==> config.mk <==
export PLATFORM = sky130hd
export DESIGN_NAME = uart_transmitter
export DESIGN_NICKNAME = d
export VERILOG_FILES = /design/src/rtl/uart_transmitter.sv
export SDC_FILE = /design/constraint.sdc
export NUM_CORES = 1
export LEC_CHECK = 0
export BUFFER_PORTS_ARGS = -buffer_cell sky130_fd_sc_hd__buf_4
export CAP_MARGIN = 5
export CORE_ASPECT_RATIO = 1.25
export CORE_UTILIZATION = 50
export DETAILED_ROUTE_END_ITERATION = 8
export GPL_TIMING_DRIVEN = 0
export PLACE_DENSITY = 0.75
export SETUP_SLACK_MARGIN = 0.1
export SLEW_MARGIN = 20
export SYNTH_ARGS = -nofsm -noshare
export SYNTH_HDL_FRONTEND = slang
export SYNTH_SLANG_ARGS = --single-unit
export TNS_END_PERCENT = 1
==> constraint.sdc <==
create_clock -name clk -period 3.9 [get_ports clk]
set_input_delay 0.39 -clock clk [delete_from_list [all_inputs] [get_ports clk]]
set_output_delay 0.39 -clock clk [all_outputs]
set_load 0.01 [all_outputs]
==> src/rtl/uart_transmitter.sv <==
// uart_transmitter: 8N1/8N2 serialiser, LSB first, with a sticky
// completion flag that the controller acknowledges explicitly.
module uart_transmitter #(
  parameter int CLK_FREQ     = 50000000,
  parameter int BAUD_RATE    = 115200,
  parameter int CLKS_PER_BIT = CLK_FREQ / BAUD_RATE,
  parameter int STOP_BITS    = 1
) (
  input  logic       clk,
  input  logic       rst,
  input  logic       send_data,
  input  logic [7:0] data,
  input  logic       disable_data_interrupt,
  output logic       tx,
  output logic       busy,
  output logic       enable_data_interrupt
);

  localparam int STOP_CLKS = STOP_BITS * CLKS_PER_BIT;
  localparam int CNT_W     = $clog2(STOP_CLKS);

  localparam logic [CNT_W-1:0] BIT_LAST  = CNT_W'(CLKS_PER_BIT - 1);
  localparam logic [CNT_W-1:0] STOP_LAST = CNT_W'(STOP_CLKS - 1);

  typedef enum logic [1:0] {
    IDLE,
    START,
    DATA,
    STOP
  } state_t;

  state_t         state;
  logic [CNT_W-1:0] cnt;
  logic [2:0]     bit_idx;
  logic [7:0]     shift;
  logic           stop_done;

  assign stop_done = (state == STOP) && (cnt == STOP_LAST);

  always_ff @(posedge clk or negedge rst) begin
    if (!rst) begin
      state                 <= IDLE;
      cnt                   <= '0;
      bit_idx               <= '0;
      shift                 <= '0;
      tx                    <= 1'b1;
      busy                  <= 1'b0;
      enable_data_interrupt <= 1'b0;
    end else begin
      // completion wins over a coincident acknowledge
      if (stop_done)
        enable_data_interrupt <= 1'b1;
      else if (disable_data_interrupt)
        enable_data_interrupt <= 1'b0;

      unique case (state)
        IDLE: begin
          if (send_data) begin
            shift <= data;
            cnt   <= '0;
            state <= START;
            tx    <= 1'b0;
            busy  <= 1'b1;
          end
        end
        START: begin
          if (cnt == BIT_LAST) begin
            cnt     <= '0;
            bit_idx <= '0;
            state   <= DATA;
            tx      <= shift[0];
          end else begin
            cnt <= cnt + 1'b1;
          end
        end
        DATA: begin
          if (cnt == BIT_LAST) begin
            cnt     <= '0;
            shift   <= shift >> 1;
            bit_idx <= bit_idx + 1'b1;
            if (bit_idx == 3'd7) begin
              state <= STOP;
              tx    <= 1'b1;
            end else begin
              tx <= shift[1];
            end
          end else begin
            cnt <= cnt + 1'b1;
          end
        end
        STOP: begin
          if (stop_done) begin
            cnt   <= '0;
            state <= IDLE;
            busy  <= 1'b0;
            tx    <= 1'b1;
          end else begin
            cnt <= cnt + 1'b1;
          end
        end
        default: state <= IDLE;
      endcase
    end
  end

endmodule

==> metrics, run 1 <==
met2 Use GR 39.4%; Post-Synthesis Cells 124; Max Cap Violations 0; Final Cycle Share 51.3%; met1 usage in global routing 21.5%; HP Class input pin to register; Clock Power Share 12.5%; post-route insts no fill 176; full die area 2900 µm²; Detailed Route WL 2.64 mm; cts hold-fix bufs 1; Final Power 926 µW; Row Count 20; Clock Pin Slew Worst Setup and Hold Paths 0.14 ns; diodes inserted 0; synthesized cell area 1340 µm²; register bit total from synthesis 25; Die H 60.0 µm; Worst Path Max Fanout 7; die width 48.4 µm; status complete, no violations; post-synthesis adder-cell area fraction 8.38%; CP Capture Type register; gp weighted congestion 0.814; buffer count from post-CTS setup fixing 0; most common cell after layout, fill and taps aside dfrtp_1; reported leakage power 0.630 nW; P&R area growth vs syn 13.7%; Flop pwr share 41.5%; ANT nets after route 0; Post-Synth XOR/XNOR Area 4.56%; Clock Sinks 25; Worst EP required 4.16 ns; PnR worst setup slack 1.90 ns; CTS H-Tree Depth 1; Avg Cell Area, Syn 10.8 µm²; most frequent cells in the layout dfrtp_1, buf_4, o21ai_0, nor2_1, ha_1; fill count 204; DP HPWL 1.97 mm; RSZ-0062 raised after global routing false; fmax 499 MHz; final-report hold violation count 0; number of global-route vias before repair 1083; sw frac 38.9%; clock root buffer clkbuf_4; Least-Margin Pin Slew 0.487 ns; sequential cell area fraction in the yosys report 46.6%; clock buffer depth 2; post-DR wirelength/cell 15.0 µm; Nets 165; Port Buffer Count 14; Post-synth top flop dfrtp_1; grt peak-use layer met2; Rel. slew slack 67.3%; Iter 0 DRT Violations 25; layout cells sized above 1 23.8%; vias 1016; Int Pwr 566 µW; Post-Syn Nets 145; Initial Util 54.2%; DRC Markers 0; first-pass GRT wire length 4.50 mm; mux cell area share after synthesis 2.51%; Synth Area in Compound Gates 17.1%; max-slew violation count 0; CTS resizes 0; Critical Path Start Type register; setup TNS 0 ns; NetSw 360 µW; Fin Clk Skew 0.00605 ns; top-level I/O count 15; Logic pwr share 46.0%; maximum vdd ir drop 0.315 mV; fin crit period 2.00 ns; Worst Path Class, Setup register to register; Vias/cell 5.77; CORE AREA 2480 µm²; largest net degree at the start of global routing 26; grt met3 use 3.05%; clock latency on the worst-skew pair 0.31 ns; number of flops mapped to enable cells by yosys 0; pwr dens 606 nW/µm²; CTS tree done; largest family of logic cells by synthesized area simple AND/OR/NAND/NOR gates; Synth Area in Simple Gates 18.2%; Worst Path Arrival 2.26 ns; Yosys cell types 30; global route overflow 0; ys async rst share 100%; final setup fails 0; Inserted Clock Buffers 3; Synth Warn # 0; DP Worst Slack 1.93 ns; DRT Pass-1 Iters 4; antenna violations before repair 0; placed cells 171; gr usage total 20.1%
-- synth_stat cells (all sizes together), types with 4 or more instances --
library cell   n  area share, %
dfrtp         24             45
ha             9            8.4
nor2           9            2.5
o21ai          9            3.4
nand2          8            2.2
o221a          8            6.7
or3            8            3.7
inv            6            1.7
nand3          5            1.9
xnor2          4            2.6
-- power groups by stage --
stage / Combinational (mW) / Sequential, mW / Clock, mW
after detailed placement: 0.420 / 0.389 / 0
after global routing: 0.470 / 0.394 / 0.131
final: 0.426 / 0.384 / 0.116
after global placement: 0.410 / 0.386 / 0
after CTS: 0.429 / 0.383 / 0.119
after floorplan: 0.327 / 0.377 / 0
-- area by class of cell --
| type | instances | area, µm² | share of cell area (%) |
|---|---|---|---|
| plain buffers | 3 | 11.3 | 0.737 |
| well taps | 33 | 41.3 | 2.70 |
| flip-flops and latches | 25 | 627 | 41.0 |
| multi-input cells | 90 | 683 | 44.7 |
| clock buffers | 3 | 22.5 | 1.47 |
| inverters | 6 | 22.5 | 1.47 |
| repair buffers | 15 | 115 | 7.53 |
| clock inverters | 1 | 5.00 | 0.328 |
-- per-stage QoR --
step | hold slack [ns] | cell area (µm²) | util, %
after floorplan | 0.0944 | 1340 | -
after global placement | 0.305 | 1490 | 60.2
after detailed placement | 0.309 | 1490 | 60.2
after CTS | 0.240 | 1530 | 61.7
after global routing | 0.247 | 1530 | 61.7
final | 0.245 | 1530 | 61.7
-- worst paths after layout --
check	slack, ns	cells after the start	from	end
max reg2reg	1.90	4	cnt[3]	shift[5]
min in group asynchronous	0.50	2	rst	shift[0]
max	1.90	4	cnt[3]	shift[5]
max in group asynchronous	3.11	2	rst	tx
min	0.25	2	disable_data_interrupt	enable_data_interrupt
min reg2reg	0.53	1	bit_idx[2]	bit_idx[2]
-- flip-flops by register name (all words and copies together) (netlist names) --
| signal | cells |
|---|---|
| bit_idx | 3 |
| state | 2 |
| tx | 1 |
| cnt | 9 |
| shift | 8 |
| enable_data_interrupt | 1 |
| busy | 1 |
-- routing by layer --
layer | wire, µm | part of all wire (%)
met5 | 0 | 0
met4 | 41 | 1.6
met1 | 1130 | 43
met2 | 1390 | 53
met3 | 75 | 2.8
-- cells by family (layout without fill, tap and decap cells) --
group	after synthesis	in the layout
AOI/OAI and AO/OA	28	28
xor gates and xnor gates	7	7
adders and majority gates	9	9
buffers and inverters	9	28
DFF	25	25
muxes	3	3
and+or+nand+nor	43	43
-- critical path, cell delays in order (launching register included) --
cell and delay, ns:
dfrtp_1 0.45, or2_4 0.28, or4_4 0.55, a211oi_4 0.41, o221a_2 0.25
No activity file was read; power rests on OpenSTA's default activity.
==> inputs of run 2 (changes only) <==
--- a/config.mk
+++ b/config.mk
@@ -5,13 +5,14 @@
 export SDC_FILE = /design/constraint.sdc
 export NUM_CORES = 1
 export LEC_CHECK = 0
+export ABC_AREA = 1
 export BUFFER_PORTS_ARGS = -buffer_cell sky130_fd_sc_hd__buf_4
 export CAP_MARGIN = 5
 export CORE_ASPECT_RATIO = 1.25
 export CORE_UTILIZATION = 50
 export DETAILED_ROUTE_END_ITERATION = 8
 export GPL_TIMING_DRIVEN = 0
-export PLACE_DENSITY = 0.75
+export PLACE_DENSITY = 0.77
 export SETUP_SLACK_MARGIN = 0.1
 export SLEW_MARGIN = 20
 export SYNTH_ARGS = -nofsm -noshare
==> constraint.sdc (replaced) <==
create_clock -name clk -period 1.7 [get_ports clk]
set_input_delay 0.17 -clock clk [delete_from_list [all_inputs] [get_ports clk]]
set_output_delay 0.17 -clock clk [all_outputs]
set_load 0.01 [all_outputs]
==> run 2 against run 1 <==
  * Worst hold slack worse by 0.23 ns
  * Count of clock-buffer cells in the layout rose by 1
  * Register-to-register slack got worse by 1.7 ns
  * Fmax up 30%
  * Final cell count increased by 30%
  * Critical path type unchanged
  * Global-route usage is 0.33 points higher
  * Combinational power grew to 4.0 times the previous value
  * Critical path depth grew 6
==> metrics, run 2 <==
pwr dens 1600 nW/µm² (was 606 nW/µm²); Critical Path Max Stage Delay 0.47 ns (was 0.55 ns); CP Capture Type register (unchanged); Worst EP required 1.97 ns (was 4.16 ns); post-route insts no fill 228 (was 176); mux cell area share after synthesis 5.56% (was 2.51%); RSZ-0062 raised after global routing true (was false); synthesized cell area 1440 µm² (was 1340 µm²); most frequent cells in the layout nand2_1, buf_4, dfrtp_1 (was dfrtp_1, buf_4, o21ai_0, nor2_1, ha_1); Detailed Route WL 3.07 mm (was 2.64 mm); largest net degree at the start of global routing 26 (unchanged); largest family of logic cells by synthesized area simple AND/OR/NAND/NOR gates (unchanged); Worst Path Max Fanout 5 (was 7); Synth Area in Simple Gates 22.9% (was 18.2%); clock root buffer clkbuf_4 (unchanged); Max Cap Violations 0 (unchanged); post-layout util 65.8% (was 61.7%); ys async rst share 100% (unchanged); Port Buffer Count 14 (unchanged); DP Worst Slack -0.0328 ns (was 1.93 ns); Post-Syn Nets 184 (was 145); Reg area 628 µm² (was 627 µm²); gr usage total 20.5% (was 20.1%); Final Cycle Share 90.3% (was 51.3%); Avg Cell Area, Syn 8.84 µm² (was 10.8 µm²); Post-Synthesis Cells 163 (was 124); Row Count 21 (was 20); synth top area cells dfrtp_1, nand2_1, ha_1, mux2i_1, o21ai_2 (was dfrtp_1, ha_1, o221a_2, or3_1, o21ai_0); Clock Sinks 25 (unchanged); full die area 3100 µm² (was 2900 µm²); Synth Area in Compound Gates 10.9% (was 17.1%); worst r2r src state[1] (was cnt[3]); register bit total from synthesis 25 (unchanged); global route overflow 0 (unchanged); status complete, no violations (unchanged); Synth Warn # 0 (unchanged); Top reg by flops cnt (unchanged); final non-filler cell area 1780 µm² (was 1530 µm²); CTS tree done (unchanged); Least-Margin Pin Slew 0.345 ns (was 0.487 ns); diodes inserted 0 (unchanged); clock buffer depth 2 (unchanged); crit path to cnt[6] (was shift[5]); CORE AREA 2710 µm² (was 2480 µm²); most common cell after layout, fill and taps aside nand2_1 (was dfrtp_1); Multi-input gate area 752 µm² (was 683 µm²); Worst Reg-to-Reg Cells 10 (was 4); placed cell area 1590 µm² (was 1490 µm²); number of global-route vias before repair 1170 (was 1083); antenna violations before repair 0 (unchanged); vias 1202 (was 1016); R2R Setup Slk 0.16 ns (was 1.90 ns); Die H 62.0 µm (was 60.0 µm); gp weighted congestion 0.836 (was 0.814); max-slew violation count 0 (unchanged); crit-path cells inv_4 -> ha_4 -> inv_4 -> nor2_4 -> inv_2 -> buf_2 -> buf_4 -> nand2_1 -> nand2_1 -> a21oi_2 (was or2_4 -> or4_4 -> a211oi_4 -> o221a_2); Final Power 2.85 mW (was 926 µW); DP HPWL 2.10 mm (was 1.97 mm); Fin Clk Skew 0.00249 ns (was 0.00605 ns); clock latency on the worst-skew pair 0.33 ns (was 0.31 ns); die width 50.0 µm (was 48.4 µm); P&R area growth vs syn 23.5% (was 13.7%); Setup crit start state[1] (was cnt[3]); HP Class input pin to register (unchanged); first-pass GRT wire length 4.71 mm (was 4.50 mm); Initial Util 53.3% (was 54.2%); Inserted Clock Buffers 3 (unchanged); hold_ws 0.0103 ns (was 0.245 ns); Yosys cell types 28 (was 30); Worst Path Class, Setup register to register (unchanged); final setup fails 0 (unchanged); post-DR wirelength/cell 13.5 µm (was 15.0 µm); Vias/cell 5.27 (was 5.77); HP Start disable_data_interrupt (unchanged); top-count cell post-synth nand2_1 (was dfrtp_1); CTS H-Tree Depth 1 (unchanged); fill count 215 (was 204); top cell type's share of synthesized area 41.7% (was 44.7%); sequential cell area fraction in the yosys report 43.5% (was 46.6%); DRC Markers 0 (unchanged); Iter 0 DRT Violations 31 (was 25); Rel. slew slack 76.8% (was 67.3%); Nets 216 (was 165); DRT Pass-1 Iters 4 (unchanged); placed cells 211 (was 171); layout cells sized above 1 34.5% (was 23.8%); number of flops mapped to enable cells by yosys 0 (unchanged); Top Registers cnt x9, shift x8, bit_idx x3 (unchanged); fin crit period 1.54 ns (was 2.00 ns); Worst Path Arrival 1.81 ns (was 2.26 ns); commonest cells in the netlist nand2_1, dfrtp_1, inv_1 (was dfrtp_1, ha_1, nor2_1, o21ai_0); critical path's slowest cell dfrtp_2 (was or4_4); post-synthesis adder-cell area fraction 7.81% (was 8.38%); cell accounting for the most synthesized area dfrtp_1 (unchanged); final-report hold violation count 0 (unchanged); R2R Path End cnt[6] (was shift[5]); top-level I/O count 15 (unchanged); maximum vdd ir drop 1.10 mV (was 0.315 mV); max FFs per register 9 (unchanged); Clock Pin Slew Worst Setup and Hold Paths 0.13 ns (was 0.14 ns); reported leakage power 0.859 nW (was 0.630 nW); Post-Synth XOR/XNOR Area 2.43% (was 4.56%); PnR worst setup slack 0.165 ns (was 1.90 ns); Critical Path Start Type register (unchanged); setup TNS 0 ns (unchanged); ANT nets after route 0 (unchanged); fmax 651 MHz (was 499 MHz); Post-synth top flop dfrtp_1 (unchanged)
==> run 2: worst min path at each step <==
stage | end | slack, ns | cells past startpoint
2_1_floorplan | bit_idx[0] | -0.13 | 0
3_3_place_gp | cnt[7] | 0.09 | 1
3_5_place_dp | cnt[7] | 0.09 | 1
4_1_cts | enable_data_interrupt | 0.01 | 2
5_1_grt | enable_data_interrupt | -0.003 | 2
6_report | enable_data_interrupt | 0.01 | 2
==> run 2: timing repair <==
item / in CTS / in global routing
pin swaps: 0 / 9
gates cloned: 0 / 3
hold buffers: 1 / 0
hold endpoints to repair: 25 / 0
buffers inserted: 2 / 7
setup endpoints to repair: 8 / 19
gates resized for setup: 3 / 21
==> run 2: logic make-up after synthesis <==
family	Yosys count
AO/OA/AOI/OAI	24
adder cells (fa/ha/maj)	9
AND/OR/NAND/NOR	72
buffers and inverters	21
XOR/XNOR	4
flip-flops	25
multiplexers	8
==> run 2: routing by layer <==
layer	wire length, µm	GRT usage (%)	share of wire (%)
met1	1210	20.3	39
met2	1740	40.4	57
met3	53	3.16	1.7
met4	68	12.2	2.2
met5	0	0	0
==> run 2: report_power, final <==
group	switching [mW]	internal [mW]	leakage [nW]	total, mW
Combinational	0.907	0.790	0.519	1.70
Sequential	0.112	0.762	0.325	0.874
Clock	0.186	0.0922	0.0150	0.278
==> run 2: layout make-up <==
cell class | instances | share of cell area, %
tap | 34 | 2.39
timing repair buffer | 27 | 12.2
clock buffer | 4 | 1.48
inverter | 17 | 3.87
sequential | 25 | 35.3
multi-input combinational | 117 | 42.2
buffer | 4 | 2.53
==> run 2: worst max-delay path: cells and delay by family (launching register included) <==
family                     cells  cell delay (ns)
AOI/OAI and AO/OA              1             0.11
DFF                            1             0.47
adders and majority gates      1             0.14
and+or+nand+nor                3             0.27
buffers and inverters          5             0.49
==> inputs of run 3 (changes only) <==
--- a/config.mk
+++ b/config.mk
@@ -9,6 +9,7 @@
 export BUFFER_PORTS_ARGS = -buffer_cell sky130_fd_sc_hd__buf_4
 export CAP_MARGIN = 5
 export CORE_ASPECT_RATIO = 1.25
+export CORE_MARGIN = 4
 export CORE_UTILIZATION = 50
 export DETAILED_ROUTE_END_ITERATION = 8
 export GPL_TIMING_DRIVEN = 0
==> run 3 against run 2 <==
  * Worst hold slack improved by 0.0071 ns
  * Combinational power fell by 14%
  * Cell area fell by 4.3%
  * Sequential power fell by 1%
  * Clock skew rose by 0.0034 ns
  * Wire length fell by 11%
  * Sequential share of layout area rose by 1.5 points
  * Setup slack got worse by 0.0055 ns
  * Via count fell by 4.7%
  * Flip-flop and latch count did not move
  * Power fell by 8.7%
  * Utilization fell by 3.4 points
  * Highest routed layer unchanged
==> metrics, run 3 (synthesis results as in run 2) <==
number of global-route vias before repair 1180 (was 1170); met2 Use GR 31.4% (was 40.4%); Clock Power Share 10.2% (was 9.8%); Rel. slew slack 78.7% (was 76.8%); Top Registers cnt x9, shift x8, bit_idx x3 (unchanged); fin crit period 1.54 ns (about the same); grt met3 use 2.08% (was 3.16%); top-level I/O count 15 (unchanged); Max Cap Violations 0 (unchanged); Multi-input gate area 747 µm² (was 752 µm²); CTS H-Tree Depth 1 (unchanged); fill count 235 (was 215); placed cells 211 (unchanged); clock latency on the worst-skew pair 0.32 ns (was 0.33 ns); DRC Markers 0 (unchanged); Logic pwr share 56.6% (was 59.6%); first-pass GRT wire length 4.65 mm (was 4.71 mm); clock root buffer clkbuf_4 (unchanged); Int Pwr 1.48 mW (was 1.64 mW); CTS tree done (unchanged); Iter 0 DRT Violations 20 (was 31); Worst Path Arrival 1.76 ns (was 1.81 ns); DP HPWL 2.01 mm (was 2.10 mm); Final Cycle Share 90.6% (was 90.3%); gp weighted congestion 0.790 (was 0.836); fmax 649 MHz (was 651 MHz); post-route insts no fill 221 (was 228); diodes inserted 0 (unchanged); Top reg by flops cnt (unchanged); NetSw 1.12 mW (was 1.20 mW); status complete, no violations (unchanged); post-DR wirelength/cell 12.3 µm (was 13.5 µm); DRT Pass-1 Iters 4 (unchanged); final setup fails 0 (unchanged); Flop pwr share 33.1% (was 30.7%); global route overflow 0 (unchanged); Die H 68.0 µm (was 62.0 µm); Clock Pin Slew Worst Setup and Hold Paths 0.13 ns (about the same); post-layout util 62.4% (was 65.8%); final-report hold violation count 0 (unchanged); full die area 3810 µm² (was 3100 µm²); HP Class input pin to register (unchanged); Vias/cell 5.18 (was 5.27); Worst Path Class, Setup register to register (unchanged); setup TNS 0 ns (unchanged); Reg area 627 µm² (was 628 µm²); die width 56.0 µm (was 50.0 µm); P&R area growth vs syn 18.2% (was 23.5%); Nets 209 (was 216); most common cell after layout, fill and taps aside nand2_1 (unchanged); max-slew violation count 0 (unchanged); pwr dens 1530 nW/µm² (was 1600 nW/µm²); Port Buffer Count 14 (unchanged); Fin Clk Skew 0.00592 ns (was 0.00249 ns); Worst Path Max Fanout 10 (was 5); Detailed Route WL 2.73 mm (was 3.07 mm); layout cells sized above 1 28.3% (was 34.5%); gr usage total 15.7% (was 20.5%); Final Power 2.60 mW (was 2.85 mW); maximum vdd ir drop 1.34 mV (was 1.10 mV); Inserted Clock Buffers 3 (unchanged); clock buffer depth 2 (unchanged); Critical Path Start Type register (unchanged); CORE AREA 2730 µm² (was 2710 µm²); Least-Margin Pin Slew 0.320 ns (was 0.345 ns); CP Capture Type register (unchanged); reported leakage power 0.824 nW (was 0.859 nW); ANT nets after route 0 (unchanged); largest net degree at the start of global routing 26 (unchanged); max FFs per register 9 (unchanged); most frequent cells in the layout nand2_1, dfrtp_1, buf_4 (was nand2_1, buf_4, dfrtp_1); met1 usage in global routing 14.9% (was 20.3%); antenna violations before repair 0 (unchanged); Row Count 21 (unchanged); sw frac 43.1% (was 42.3%); grt peak-use layer met2 (unchanged); Initial Util 52.7% (was 53.3%); Clock Sinks 25 (unchanged); Worst EP required 1.92 ns (was 1.97 ns); vias 1145 (was 1202); RSZ-0062 raised after global routing true (unchanged)
## run 3: changes by cell type in the layout (fill, tap and decap cells not counted), moves of 2 or more
cell	previous run	this run
buf_2	2	0
nor2_2	3	1
buf_4	24	19
inv_4	2	0
nor2_1	11	13
buf_6	2	4
## run 3: routing by layer
metal	wire length, µm	share of wire [%]	vias to the layer above
li1	-	-	578
met1	1080	39	537
met2	1470	54	19
met3	76	2.8	11
met4	100	3.7	0
met5	0	0	-
## run 3: path summary, 6_finish.rpt
path	from	to	slack, ns	cells after the start
worst max-delay path	state[0]	state[0]	0.16	10
min in group asynchronous	rst	cnt[3]	0.26	2
worst min register to register	tx	tx	0.47	2
max in group asynchronous	rst	tx	1.14	2
worst max register to register	state[0]	state[0]	0.16	10
worst min-delay path	disable_data_interrupt	enable_data_interrupt	0.02	2
## run 3: worst max-delay path, cell delays in order (launching register included)
cell     delay, ns
dfrtp_1       0.43
inv_2         0.11
ha_4          0.14
inv_2         0.05
nor2_4        0.17
inv_2         0.08
buf_6         0.14
o21ai_1       0.07
inv_1         0.10
nand4_1       0.11
nand2_1       0.06
## run 3: power by group through the flow
stage / Sequential (mW) / Clock (mW) / Combinational (mW)
after floorplan: 0.860 / 0 / 1.02
after detailed placement: 0.882 / 0 / 1.29
final: 0.862 / 0.266 / 1.47
after CTS: 0.857 / 0.277 / 1.37
after global routing: 0.874 / 0.300 / 1.68
after global placement: 0.872 / 0 / 1.24
## run 3: repair_timing
action / in CTS / in global routing
gates resized for setup: 3 / 13
pin swaps: 0 / 2
endpoints found under the hold margin: 24 / 0
hold buffers: 1 / 0
setup endpoints to repair: 9 / 19
buffers inserted: 2 / 3
## run 3: final cells by class
class / instances / area share (%)
flip-flops and latches: 25 / 36.8
repair buffers: 20 / 8.96
inverters: 17 / 3.74
well taps: 34 / 2.50
multi-input cells: 117 / 43.8
clock buffers: 4 / 1.54
plain buffers: 4 / 2.64
## run 3: stage by stage
stage | cell area (µm²) | hold WS [ns] | setup slack [ns]
3_5_place_dp | 1590 | 0.0927 | -0.0292
5_1_grt | 1700 | 0.0294 | 0.0572
6_report | 1700 | 0.0174 | 0.159
4_1_cts | 1640 | 0.0139 | 0.102
3_3_place_gp | 1590 | 0.0924 | 0.0388
2_1_floorplan | 1440 | -0.126 | 0.191
